$ cat src/rtl/corejtagdebug_pkg.sv
// Shared types and constants for the CoreJTAGDebug tunnel endpoint.
// State enum, field widths, header overhead and a length helper.
package corejtagdebug_pkg;

  localparam int TRAV_LEN_W   = 3;
  localparam int PL_LEN_W     = 6;
  localparam int TUN_HDR_BITS = 12;

  typedef enum logic [2:0] {
    S_IDLE,
    S_IN_LEN,
    S_IN_TMS,
    S_PL_LEN,
    S_PL,
    S_OUT_LEN,
    S_OUT_TMS,
    S_DONE
  } tun_state_t;

  // A 3-bit field shifted LSB first lands in the top bits.
  function automatic logic [PL_LEN_W-1:0] trav_len(
    input logic [PL_LEN_W-1:0] v
  );
    return {{(PL_LEN_W-TRAV_LEN_W){1'b0}},
            v[PL_LEN_W-1 -: TRAV_LEN_W]};
  endfunction

endpackage

$ cat src/rtl/corejtagdebug_tun_field_cnt.sv
// Length shift register plus remaining-bit down-counter.
// Ports: clk, rst_n, load/load_val, dec/bit_in -> last, val_nxt.
module corejtagdebug_tun_field_cnt
  import corejtagdebug_pkg::*;
(
  input  logic                clk,
  input  logic                rst_n,
  input  logic                load,
  input  logic [PL_LEN_W-1:0] load_val,
  input  logic                dec,
  input  logic                bit_in,
  output logic                last,
  output logic [PL_LEN_W-1:0] val_nxt
);

  logic [PL_LEN_W-1:0] cnt;
  logic [PL_LEN_W-1:0] sh;

  // Value including the bit being shifted this cycle.
  assign val_nxt = {bit_in, sh[PL_LEN_W-1:1]};
  assign last    = (cnt == PL_LEN_W'(1));

  always_ff @(posedge clk or negedge rst_n) begin
    if (!rst_n) begin
      cnt <= '0;
      sh  <= '0;
    end else if (load) begin
      cnt <= load_val;
      sh  <= '0;
    end else if (dec) begin
      cnt <= cnt - PL_LEN_W'(1);
      sh  <= val_nxt;
    end
  end

endmodule

$ cat src/rtl/corejtagdebug_tunnel_ctrl.sv
// Tunnelled-scan decoder: replays packet TMS/TDI onto a target TAP.
// Ports: UJTAG user side (UIREG, UDR*, UTDI/UTDO), TGT_* side, pulses.
module corejtagdebug_tunnel_ctrl
  import corejtagdebug_pkg::*;
#(
  parameter logic [7:0] IR_CODE = 8'h55
) (
  input  logic       TCK,
  input  logic       TRSTB,
  input  logic [7:0] UIREG,
  input  logic       UDRCAP,
  input  logic       UDRSH,
  input  logic       UDRUPD,
  input  logic       UTDI,
  output logic       UTDO,
  output logic       TGT_TCK_EN,
  output logic       TGT_TMS,
  output logic       TGT_TDI,
  input  logic       TGT_TDO,
  output logic       PKT_DONE,
  output logic       PKT_ERR
);

  tun_state_t state_q, state_d;

  logic sel, shift;
  logic fc_load, fc_dec, last;
  logic [PL_LEN_W-1:0] fc_val, val_nxt, tlen;
  logic tck_en_d, tms_d, tdi_d;
  logic done_d, err_d, pl_clk_d;
  logic tck_en_q, tms_q, tdi_q;
  logic done_q, err_q, pl_clk_q;
  logic tdo_q, ret_q;

  assign sel   = (UIREG == IR_CODE);
  assign shift = sel && UDRSH;
  assign tlen  = trav_len(val_nxt);

  corejtagdebug_tun_field_cnt u_fcnt (
    .clk      (TCK),
    .rst_n    (TRSTB),
    .load     (fc_load),
    .load_val (fc_val),
    .dec      (fc_dec),
    .bit_in   (UTDI),
    .last     (last),
    .val_nxt  (val_nxt)
  );

  always_comb begin
    state_d  = state_q;
    fc_load  = 1'b0;
    fc_val   = '0;
    fc_dec   = 1'b0;
    tck_en_d = 1'b0;
    tms_d    = tms_q;
    tdi_d    = tdi_q;
    done_d   = 1'b0;
    err_d    = 1'b0;
    pl_clk_d = 1'b0;
    if (sel && UDRUPD) begin
      state_d = S_IDLE;
      done_d  = (state_q == S_DONE);
      err_d   = (state_q != S_DONE) &&
                (state_q != S_IDLE);
    end else if (sel && UDRCAP) begin
      state_d = S_IN_LEN;
      fc_load = 1'b1;
      fc_val  = PL_LEN_W'(TRAV_LEN_W);
    end else if (shift) begin
      fc_dec = (state_q != S_IDLE) &&
               (state_q != S_DONE);
      unique case (state_q)
        S_IN_LEN: if (last) begin
          fc_load = 1'b1;
          if (tlen == '0) begin
            state_d = S_PL_LEN;
            fc_val  = PL_LEN_W'(PL_LEN_W);
          end else begin
            state_d = S_IN_TMS;
            fc_val  = tlen;
          end
        end
        S_IN_TMS: begin
          tck_en_d = 1'b1;
          tms_d    = UTDI;
          if (last) begin
            state_d = S_PL_LEN;
            fc_load = 1'b1;
            fc_val  = PL_LEN_W'(PL_LEN_W);
          end
        end
        S_PL_LEN: if (last) begin
          fc_load = 1'b1;
          if (val_nxt == '0) begin
            state_d = S_OUT_LEN;
            fc_val  = PL_LEN_W'(TRAV_LEN_W);
          end else begin
            state_d = S_PL;
            fc_val  = val_nxt;
          end
        end
        S_PL: begin
          tck_en_d = 1'b1;
          tdi_d    = UTDI;
          // Last payload bit steps the target to Exit1.
          tms_d    = last;
          pl_clk_d = 1'b1;
          if (last) begin
            state_d = S_OUT_LEN;
            fc_load = 1'b1;
            fc_val  = PL_LEN_W'(TRAV_LEN_W);
          end
        end
        S_OUT_LEN: if (last) begin
          if (tlen == '0) begin
            state_d = S_DONE;
          end else begin
            state_d = S_OUT_TMS;
            fc_load = 1'b1;
            fc_val  = tlen;
          end
        end
        S_OUT_TMS: begin
          tck_en_d = 1'b1;
          tms_d    = UTDI;
          if (last) state_d = S_DONE;
        end
        default: ;
      endcase
    end
  end

  always_ff @(posedge TCK or negedge TRSTB) begin
    if (!TRSTB) begin
      state_q  <= S_IDLE;
      tck_en_q <= 1'b0;
      tms_q    <= 1'b1;
      tdi_q    <= 1'b0;
      done_q   <= 1'b0;
      err_q    <= 1'b0;
      pl_clk_q <= 1'b0;
      tdo_q    <= 1'b0;
      ret_q    <= 1'b0;
    end else begin
      state_q  <= state_d;
      tck_en_q <= tck_en_d;
      tms_q    <= tms_d;
      tdi_q    <= tdi_d;
      done_q   <= done_d;
      err_q    <= err_d;
      pl_clk_q <= pl_clk_d;
      // Capture target TDO on the edge the target shifts.
      if (pl_clk_q) tdo_q <= TGT_TDO;
      ret_q    <= pl_clk_q;
    end
  end

  assign TGT_TCK_EN = tck_en_q;
  assign TGT_TMS    = tms_q;
  assign TGT_TDI    = tdi_q;
  assign PKT_DONE   = done_q;
  assign PKT_ERR    = err_q;
  assign UTDO       = sel && ret_q && tdo_q;

endmodule

$ cat config.mk
export PLATFORM = sky130hd
export DESIGN_NAME = corejtagdebug_tunnel_ctrl
export DESIGN_NICKNAME = d
export VERILOG_FILES = /design/src/rtl/corejtagdebug_pkg.sv /design/src/rtl/corejtagdebug_tun_field_cnt.sv /design/src/rtl/corejtagdebug_tunnel_ctrl.sv
export SDC_FILE = /design/constraint.sdc
export NUM_CORES = 1
export LEC_CHECK = 0
export ABC_AREA = 1
export CELL_PAD_IN_SITES_DETAIL_PLACEMENT = 2
export CELL_PAD_IN_SITES_GLOBAL_PLACEMENT = 2
export CORE_MARGIN = 10
export CORE_UTILIZATION = 32
export CTS_BUF_LIST = sky130_fd_sc_hd__clkbuf_16
export CTS_CLUSTER_SIZE = 24
export DETAILED_ROUTE_END_ITERATION = 10
export HOLD_SLACK_MARGIN = 0.1
export PLACE_DENSITY_LB_ADDON = 0.1
export SLEW_MARGIN = 30
export SYNTH_ARGS = -nofsm -noshare
export SYNTH_HDL_FRONTEND = slang
export SYNTH_SLANG_ARGS = --single-unit
$ cat constraint.sdc
create_clock -name TCK -period 2.8 [get_ports TCK]
set_input_delay 0.28 -clock TCK [delete_from_list [all_inputs] [get_ports TCK]]
set_output_delay 0.28 -clock TCK [all_outputs]
set_load 0.005 [all_outputs]
* Word-level counts from Yosys, hierarchy flattened
Cells that the tools add are included.
** Storage, ports and cells
- Register bits after elaboration :: 23
- Input bits :: 15
- Logic and storage cells :: 99
** Operators by class
- $add $sub $neg :: 1
- Equality and inequality tests :: 16
- Mux-type cells :: 50
- Bitwise logic cells :: 2
- Reductions and logical operators :: 19
** Operators by type and width (number)
- 2-to-1 mux 6 bit :: 9
- 2-to-1 mux 3 bit :: 14
- case mux 6 bit (5 select lines) :: 1
- inequality test 4 bit, second input constant :: 6
- 2-to-1 mux 1 bit :: 22
- case mux 3 bit (6 select lines) :: 1
- == test 3 bit, second input constant :: 4
- logical NOT 6 bit :: 2
- == test 8 x 7 -> 1 bit, second input constant :: 1
- AND reduction 4 bit :: 2
- AND reduction 8 bit :: 1
- nonzero test 8 bit :: 1
- == test 3 x 2 -> 1 bit, second input constant :: 2
- == test 6 x 1 -> 1 bit, second input constant :: 1
- logical AND 1 bit :: 6
- nonzero test 3 bit :: 2
- subtractor 6 x 1 -> 6 bit, second input constant :: 1
- case mux 1 bit (2 select lines) :: 2
- nonzero test 2 bit :: 2
- OR reduction 4 bit :: 1
- == test 3 x 1 -> 1 bit, second input constant :: 1
- inequality test 3 bit, second input constant :: 1
- OR reduction 3 bit :: 1
- 2-to-1 mux 2 bit :: 1
- other kinds (2) :: 3

* Longest topological paths before layout
Gate-level depths: netlist of run 1.
- Depth in word-level cells :: 8
- Mapped depth :: 12
- Gate-level depth less buffers :: 12

* Hierarchy
A second synthesis of run 1 with hierarchy kept.
** Second synthesis, totals
- Cells, all modules :: 201
- Area, all modules :: 1481.4 µm²
** By module, submodules not included
- corejtagdebug_tunnel_ctrl :: times used 1, cells each 133, area each 872.1 µm², seq. area each 276.5 µm²
- corejtagdebug_tun_field_cnt :: times used 1, cells each 68, area each 609.3 µm², seq. area each 275.3 µm²

* Worst setup path before layout of run 1
No wires, ideal clock.
- Path kind :: reg-to-reg
- Start :: register u_fcnt.cnt[1]
- End :: register u_fcnt.cnt[2]
- Arrival time :: 1.381 ns
- Data required time :: 2.675 ns
- Setup slack :: 1.294 ns
- Stages on the path, launching flop included :: 11
- Buffers on the path :: 1
- Cells stage by stage :: dfrtp_1 -> inv_1 -> ha_1 -> nand4_4 -> nor2_2 -> nand2_2 -> nand2_2 -> nand2_4 -> buf_6 -> nand3_1 -> nand3_1
** On the way
- Cells in the longest elaborated chain, start to end :: 7
- Elaborated cells between the ends (all ways) :: 19
- Those cells by class :: add/sub: 1; eq/ne: 1; mux: 16; reduce/logical: 1
** Ends and longest elaborated chain
- start, declared :: line corejtagdebug_tun_field_cnt.sv:16 : logic [PL_LEN_W-1:0] cnt;
- start signal, assigned :: line corejtagdebug_tun_field_cnt.sv:28 : cnt <= load_val;
- start signal, assigned :: line corejtagdebug_tun_field_cnt.sv:31 : cnt <= cnt - PL_LEN_W'(1);
- == test 6 x 1 -> 1 bit :: line corejtagdebug_tun_field_cnt.sv:21 : assign last = (cnt == PL_LEN_W'(1));
- 2-to-1 mux 3 bit, or another cell as far along :: line corejtagdebug_tunnel_ctrl.sv:115 : S_OUT_LEN: if (last) begin
- case mux 6 bit (5 select lines) or case mux 1 bit (2 select lines) (tied branches) :: line corejtagdebug_tunnel_ctrl.sv:73 : unique case (state_q)
- 2-to-1 mux 6 bit or 2-to-1 mux 1 bit (tied branches) :: line corejtagdebug_tunnel_ctrl.sv:70 : end else if (shift) begin
- 2-to-1 mux 6 bit or 2-to-1 mux 1 bit (tied branches) :: line corejtagdebug_tunnel_ctrl.sv:66 : end else if (sel && UDRCAP) begin
- 2-to-1 mux 6 bit or 2-to-1 mux 1 bit (tied branches) :: line corejtagdebug_tunnel_ctrl.sv:61 : if (sel && UDRUPD) begin
- 2-to-1 mux 6 bit or nonzero test 2 bit (tied branches)
Parallel ways exist; a longest one is shown, timed or not. The select of a mux whose other input is x is not followed.
A chain may end at the register's enable or synchronous reset.

* Worst setup path in the final report of run 1
- Start :: input port UIREG[0]
- End :: output port UTDO
** On the way
- Cells in the longest elaborated chain, start to end :: 3
** Ends and longest elaborated chain
- start, declared :: line corejtagdebug_tunnel_ctrl.sv:10 : input logic [7:0] UIREG,
- == test 8 x 7 -> 1 bit :: line corejtagdebug_tunnel_ctrl.sv:35 : assign sel = (UIREG == IR_CODE);
- logical AND 1 bit (2 in series) :: line corejtagdebug_tunnel_ctrl.sv:164 : assign UTDO = sel && ret_q && tdo_q;
- end, declared :: line corejtagdebug_tunnel_ctrl.sv:15 : output logic UTDO,
No other way between the ends.

==> results.toml, run 1 <==
[outcome]
status = "finished clean"

[final_layout]
n_fill_cell = 532
seq_area_um2 = 552
area.growth.synth_to_final_pct = 23.7
largest_register = "u_fcnt.cnt"
largest_reg_flops = 6
final_nets = 261
reg.largest.list = "u_fcnt.cnt x6, u_fcnt.sh x5, state_q x3"
final_non_filler_cell_area_mm2 = 0.00187
multi_input_area_um2 = 831
antenna_cells = 0
fin_util_pct = 41.9
post_route_cells_drive_above_1_share_pct = 11.2
layout.cells.non_filler = 294

[global_routing]
first_global_vias = 1816
grt_remaining_overflow = 0
grtUsageTotal_pct = 14.8
largest_net_degree_at_the_start_of_global_routing = 23
grt_pass1_wl_um = 9110
antenna_found_initial = 0

[timing]
max-slew-margin-rel_pct = 68.5
finalMaxSlewViolations = 0
setup_viol_count_final = 0
hold_viol = 0
setup_repair_after_global_routing_missed_its_margin = "no"
period_share_pct = 71.6
worst_setup_skew_after_layout_ns = 0.00385
holdWs_ns = 0.410
worst_pin_slew_ns = 0.470
finalSetupTns_ns = 0
setup_slack_ns = 0.796
layout_min_cycle_time_ns = 2.00
fmax_mhz = 499

[detailed_routing]
detail_route.drc_violations = 0
detailedRoute.firstPassIterationCount = 4
metal_1_wl_um = 2250
wl_met3_um = 247
drt_first_iter_violations = 38
drt-total-wl_um = 5270
routed.top_layer = "met4"
antenna_left = 0
vias = 1512
dr_wl_met2_um = 2720
wl_per_cell_um = 17.9
post_drt_via_cell_ratio = 5.14

[power]
cell_internal_pwr_uw = 681
power_frac_comb_pct = 18.1
p_total_uw = 930
p_clk_share_pct = 43.3
power.switching_fraction_pct = 26.8
p_sw_uw = 249
leakagePower_nw = 0.932
vdd_ir_drop_max_v = 0.000341
sequentialPowerShare_pct = 38.6
power-per-cell-area_mw_per_mm2 = 496

[synth]
mapped_nets = 237
sequential_fraction_of_the_synthesis_area_pct = 36.4
synth_top_area_share_pct = 34.7
syn_area_mm2 = 0.00152
yosys_most_used_dff = "sky130_fd_sc_hd__dfrtp_1"
yosysUniqueCellTypes = 29
synth_area_per_cell_um2 = 6.92
synth_edf_count = 0
yosys_warnings = 0
synthDominantAreaCellType = "sky130_fd_sc_hd__dfrtp_1"
async_flop_share_pct = 100
netlist_instances = 219
yosys_register_bits = 22
synth.top_cells.by_area = "sky130_fd_sc_hd__dfrtp_1 35%, sky130_fd_sc_hd__nand2_1 18%, sky130_fd_sc_hd__nor2_1 7.4%, sky130_fd_sc_hd__inv_1 6.4%, sky130_fd_sc_hd__nand3_1 5.0%"

[floorplan]
io-pin-count = 21
die_h_um = 88.8
floorplan.initialDensity_pct = 33.9
core.rowCount = 24
core_area_mm2 = 0.00447
dieArea_mm2 = 0.00789
chipWidth_um = 88.8

[setup_path]
worst-path-stages = 6
r2r-end = "u_fcnt.cnt[2]"
critPathLaunchType = "input port"
timing.critical_path.required_ns = 2.52
worstSetupEndpointType = "primary output"
worst-path-max-fanout = 3
crit_family = "buffers and inverters"
worst-setup-path-type = "in -> out"
cp.buffers_inverters = 2
r2r_setup_slack_ns = 0.84
critical_path_arrival_ns = 1.72
max_stage_delay_ns = 0.51
rr_startpoint = "u_fcnt.cnt[1]"
worstRegToRegCells = 10
cells_traversed_along_the_worst_timing_path = "clkdlybuf4s50_1 -> nand2_1 -> nor2_2 -> nand2_1 -> nor2_1 -> clkdlybuf4s50_1"
cpMaxStageDelayCell = "sky130_fd_sc_hd__clkdlybuf4s50_1"

[clock_network]
cts_repair_resize_count = 0
cts_sinks = 22
cts-hold-fix-buffers = 0
clk_pin_slew_worst_paths_ns = 0.06
clock_tree_root_driver_cell = "sky130_fd_sc_hd__clkbuf_16"
htree_num_levels = 1
tritoncts = "built"
post_cts_buffers = 0
clock_latency_ns = 0.26
cts_buffer_depth = 2
cts-buffers-inserted = 3

[placed_design]
detailedPlace.worstSlack_ns = 0.689
place.gp.congestion = 0.865
place_hpwl_um = 4090
buffer_ports.inserted = 20
post_dp_cell_area_mm2 = 0.00177
place.detailed.instances = 290

[hold_path]
holdCritPathClass = "in -> async"

[flow_run]
max_cap_viol_count = 0
-- cell usage after synthesis, types with 3 or more instances --
cell type and number:
sky130_fd_sc_hd__nand2_1 71, sky130_fd_sc_hd__nor2_1 30, sky130_fd_sc_hd__inv_1 26, sky130_fd_sc_hd__dfrtp_1 21, sky130_fd_sc_hd__nand3_1 15, sky130_fd_sc_hd__o21ai_0 12, sky130_fd_sc_hd__ha_1 3, sky130_fd_sc_hd__inv_2 3
sky130_fd_sc_hd__nand2_2 3, sky130_fd_sc_hd__nand3_2 3, sky130_fd_sc_hd__nand4_1 3, sky130_fd_sc_hd__nor2_2 3, sky130_fd_sc_hd__nor2_4 3, sky130_fd_sc_hd__o211ai_1 3, sky130_fd_sc_hd__xor2_1 3
-- cells in the final DEF, fill, tap and decap left out, types with 12 or more instances in the layout --
cell,Yosys,layout
sky130_fd_sc_hd__clkdlybuf4s50_1,0,20
sky130_fd_sc_hd__nor2_1,30,30
sky130_fd_sc_hd__nand2_1,71,71
sky130_fd_sc_hd__o21ai_0,12,12
sky130_fd_sc_hd__dfrtp_1,21,21
sky130_fd_sc_hd__inv_1,26,26
sky130_fd_sc_hd__nand3_1,15,15
-- power groups by stage --
stage	sequential, mW	combinational, mW	clock [mW]
6_report	0.359	0.168	0.403
5_1_grt	0.362	0.192	0.428
4_1_cts	0.359	0.171	0.418
3_5_place_dp	0.365	0.169	0
3_3_place_gp	0.362	0.161	0
2_1_floorplan	0.359	0.106	0
-- cell families (layout without fill, tap and decap cells) --
| family | count (synthesis) | count (layout) | share of synthesized area, % |
|---|---|---|---|
| AND/OR/NAND/NOR | 136 | 136 | 41.1 |
| adder cells (fa/ha/maj) | 3 | 3 | 2.48 |
| AO/OA/AOI/OAI | 22 | 22 | 8.75 |
| XOR/XNOR | 3 | 3 | 1.73 |
| buffers and inverters | 32 | 55 | 8.75 |
| multiplexers | 1 | 1 | 0.743 |
| flip-flops | 22 | 22 | 36.4 |
-- per-layer routing --
layer	vias to the layer above	track usage, %
met2	28	27.6
met4	0	3.08
met3	6	3.77
met5	-	0
li1	735	-
met1	743	16.3
-- worst reg2reg max path: stages (launching register included) --
cell                      delay, ns
sky130_fd_sc_hd__dfrtp_1       0.40
sky130_fd_sc_hd__inv_1         0.09
sky130_fd_sc_hd__ha_1          0.25
sky130_fd_sc_hd__nand2_1       0.08
sky130_fd_sc_hd__nor2_1        0.39
sky130_fd_sc_hd__nand2_1       0.11
sky130_fd_sc_hd__o21ai_0       0.20
sky130_fd_sc_hd__nor2_1        0.08
sky130_fd_sc_hd__nor2_1        0.14
sky130_fd_sc_hd__nand2_1       0.08
sky130_fd_sc_hd__nand3_1       0.08
-- cell type report --
type	count	area share (%)
well taps	52	3.47
clock inverters	1	1.60
inverters	30	6.07
multi-input cells	165	44.3
flip-flops and latches	22	29.4
repair buffers	21	11.1
clock buffers	3	4.01
-- worst max path at each step --
stage,from,end,slack [ns]
after floorplan,u_fcnt.cnt[1],u_fcnt.cnt[2],1.29
after global placement,UIREG[1],u_fcnt.cnt[4],0.81
final,UIREG[0],UTDO,0.80
after global routing,UIREG[0],UTDO,0.65
after detailed placement,UIREG[1],u_fcnt.cnt[5],0.69
after CTS,UIREG[0],UTDO,0.78
Power figures use the tool's default switching activity.
==> run 2: changes to the inputs <==
- CORE_UTILIZATION: 32 -> 27
- clock period: 2.8 -> 1.65 ns (I/O delays scaled with it)
==> results.toml, run 2 (synthesis results as in run 1) <==
[floorplan]
die_h_um = 94.9
io-pin-count = 21
dieArea_mm2 = 0.00901
core.rowCount = 27
chipWidth_um = 94.9
floorplan.initialDensity_pct = 27.7
core_area_mm2 = 0.00547

[power]
p_sw_uw = 458
cell_internal_pwr_mw = 1.04
leakagePower_nw = 1.12
power_frac_comb_pct = 23.1
power-per-cell-area_mw_per_mm2 = 649
sequentialPowerShare_pct = 41.1
vdd_ir_drop_max_v = 0.000316
p_total_mw = 1.49
p_clk_share_pct = 35.9
power.switching_fraction_pct = 30.7

[detailed_routing]
antenna_left = 0
post_drt_via_cell_ratio = 4.73
drt_first_iter_violations = 62
detailedRoute.firstPassIterationCount = 4
vias = 1642
drt-total-wl_um = 5760
wl_per_cell_um = 16.6
detail_route.drc_violations = 0

[placed_design]
buffer_ports.inserted = 20
place_hpwl_um = 4050
place.detailed.instances = 334
place.gp.congestion = 0.786

[clock_network]
clk_pin_slew_worst_paths_ns = 0.06
cts-buffers-inserted = 3
cts-hold-fix-buffers = 0
clock_tree_root_driver_cell = "sky130_fd_sc_hd__clkbuf_16"
tritoncts = "built"
cts_buffer_depth = 2
cts_sinks = 22
clock_latency_ns = 0.26
htree_num_levels = 1

[hold_path]
holdCritPathClass = "in -> async"

[setup_path]
worst-setup-path-type = "reg -> reg"
rr_startpoint = "state_q[2]"
worstRegToRegCells = 11
timing.critical_path.required_ns = 1.80
cpMaxStageDelayCell = "sky130_fd_sc_hd__dfrtp_1"
crit_family = "simple AND/OR/NAND/NOR gates"
worstSetupEndpointType = "flop"
cells_traversed_along_the_worst_timing_path = "inv_4 -> nand3_2 -> nand2_1 -> nor2_1 -> nand2_1 -> nand2_2 -> nand2_4 -> nand2_8 -> nand2_1 -> nor2_1 -> nor2_1"
setup.worst_path.end = "u_fcnt.cnt[4]"
worst-path-stages = 11
r2r-end = "u_fcnt.cnt[4]"
max_stage_delay_ns = 0.43
timing.critical_path.from = "state_q[2]"
cp.buffers_inverters = 1
r2r_setup_slack_ns = 0.007
critPathLaunchType = "flop"
worst-path-max-fanout = 15
critical_path_arrival_ns = 1.80

[timing]
finalMaxSlewViolations = 0
period_share_pct = 99.6
holdWs_ns = 0.262
layout_min_cycle_time_ns = 1.64
finalSetupTns_ns = 0
fmax_mhz = 609
setup_viol_count_final = 0
setup_repair_after_global_routing_missed_its_margin = "yes"
max-slew-margin-rel_pct = 79.0
worst_pin_slew_ns = 0.315
hold_viol = 0
worst_setup_skew_after_layout_ns = 0.00478

[final_layout]
most-common-layout-cells = "64 x sky130_fd_sc_hd__nand2_1, 31 x sky130_fd_sc_hd__buf_4, 25 x sky130_fd_sc_hd__inv_1"
final_nets = 294
area.growth.synth_to_final_pct = 52.0
final_common_cell = "sky130_fd_sc_hd__nand2_1"
post_route_cells_drive_above_1_share_pct = 29.5
largest_register = "u_fcnt.cnt"
reg.largest.list = "u_fcnt.cnt x6, u_fcnt.sh x5, state_q x3"
largest_reg_flops = 6
antenna_cells = 0
layout.cells.non_filler = 347

[global_routing]
grt_pass1_wl_um = 8750
antenna_found_initial = 0
largest_net_degree_at_the_start_of_global_routing = 23
grt_remaining_overflow = 0
grtUsageTotal_pct = 12.1
first_global_vias = 1713

[flow_run]
max_cap_viol_count = 0

[outcome]
status = "finished clean"
run 2: changes by cell type in the layout (fill, tap and decap cells not counted), moves of 2 or more:
cell and change:
sky130_fd_sc_hd__buf_12 +2, sky130_fd_sc_hd__buf_4 +30, sky130_fd_sc_hd__clkdlybuf4s50_1 -2, sky130_fd_sc_hd__dfrtp_1 -3, sky130_fd_sc_hd__dfrtp_2 +3, sky130_fd_sc_hd__inv_4 +3, sky130_fd_sc_hd__nand2_1 -7, sky130_fd_sc_hd__nand2_2 +5
sky130_fd_sc_hd__nand2_8 +2, sky130_fd_sc_hd__nor2_1 -6, sky130_fd_sc_hd__nor2_2 +2, sky130_fd_sc_hd__nor2_4 +4, sky130_fd_sc_hd__o21ai_0 -5, sky130_fd_sc_hd__o21ai_1 +4
run 2: cell type report:
type,count,area [um^2]
flip-flops and latches,22,556
fillers,656,3170
clock inverters,1,3.75
well taps,72,90.1
repair buffers,54,499
multi-input cells,165,960
inverters,30,120
clock buffers,3,75.1
run 2: how the worst min path moves through the flow:
stage	to	cells after the start
2_1_floorplan	PKT_DONE	0
3_3_place_gp	ret_q	0
3_5_place_dp	ret_q	0
4_1_cts	u_fcnt.cnt[5]	2
5_1_grt	u_fcnt.cnt[5]	2
6_report	PKT_DONE	2
run 2: timing repair:
item / CTS / global route
pin swaps: 0 / 12
cloned: 0 / 1
gates resized for setup: 9 / 35
setup buffers: 0 / 8
endpoints found under the setup margin: 6 / 15
run 2: power by group through the flow:
| stage | sequential [mW] | combinational, mW | clock [mW] |
|---|---|---|---|
| CTS | 0.607 | 0.314 | 0.548 |
| detailed placement | 0.616 | 0.307 | 0 |
| floorplan | 0.609 | 0.180 | 0 |
| finish | 0.614 | 0.345 | 0.536 |
| global route | 0.620 | 0.393 | 0.577 |
| global placement | 0.617 | 0.303 | 0 |
run 2: layer usage:
metal / wire length [um] / global-route usage, % / vias up / part of all wire [%]
met5: 0 / 0 / - / 0
met4: 73 / 2.24 / 0 / 1.3
met3: 197 / 2.30 / 7 / 3.4
met2: 3010 / 20.7 / 26 / 52
met1: 2480 / 15.7 / 808 / 43
li1: - / - / 801 / -
run 2: per-stage QoR:
step | area [um^2] | setup slack [ns] | util, %
after floorplan | 1520 | 0.144 | -
after global placement | 2000 | -0.242 | 36.5
after detailed placement | 2000 | -0.275 | 36.5
after CTS | 2110 | 0.0115 | 38.5
after global routing | 2300 | -0.146 | 42.1
final | 2300 | 0.00676 | 42.1
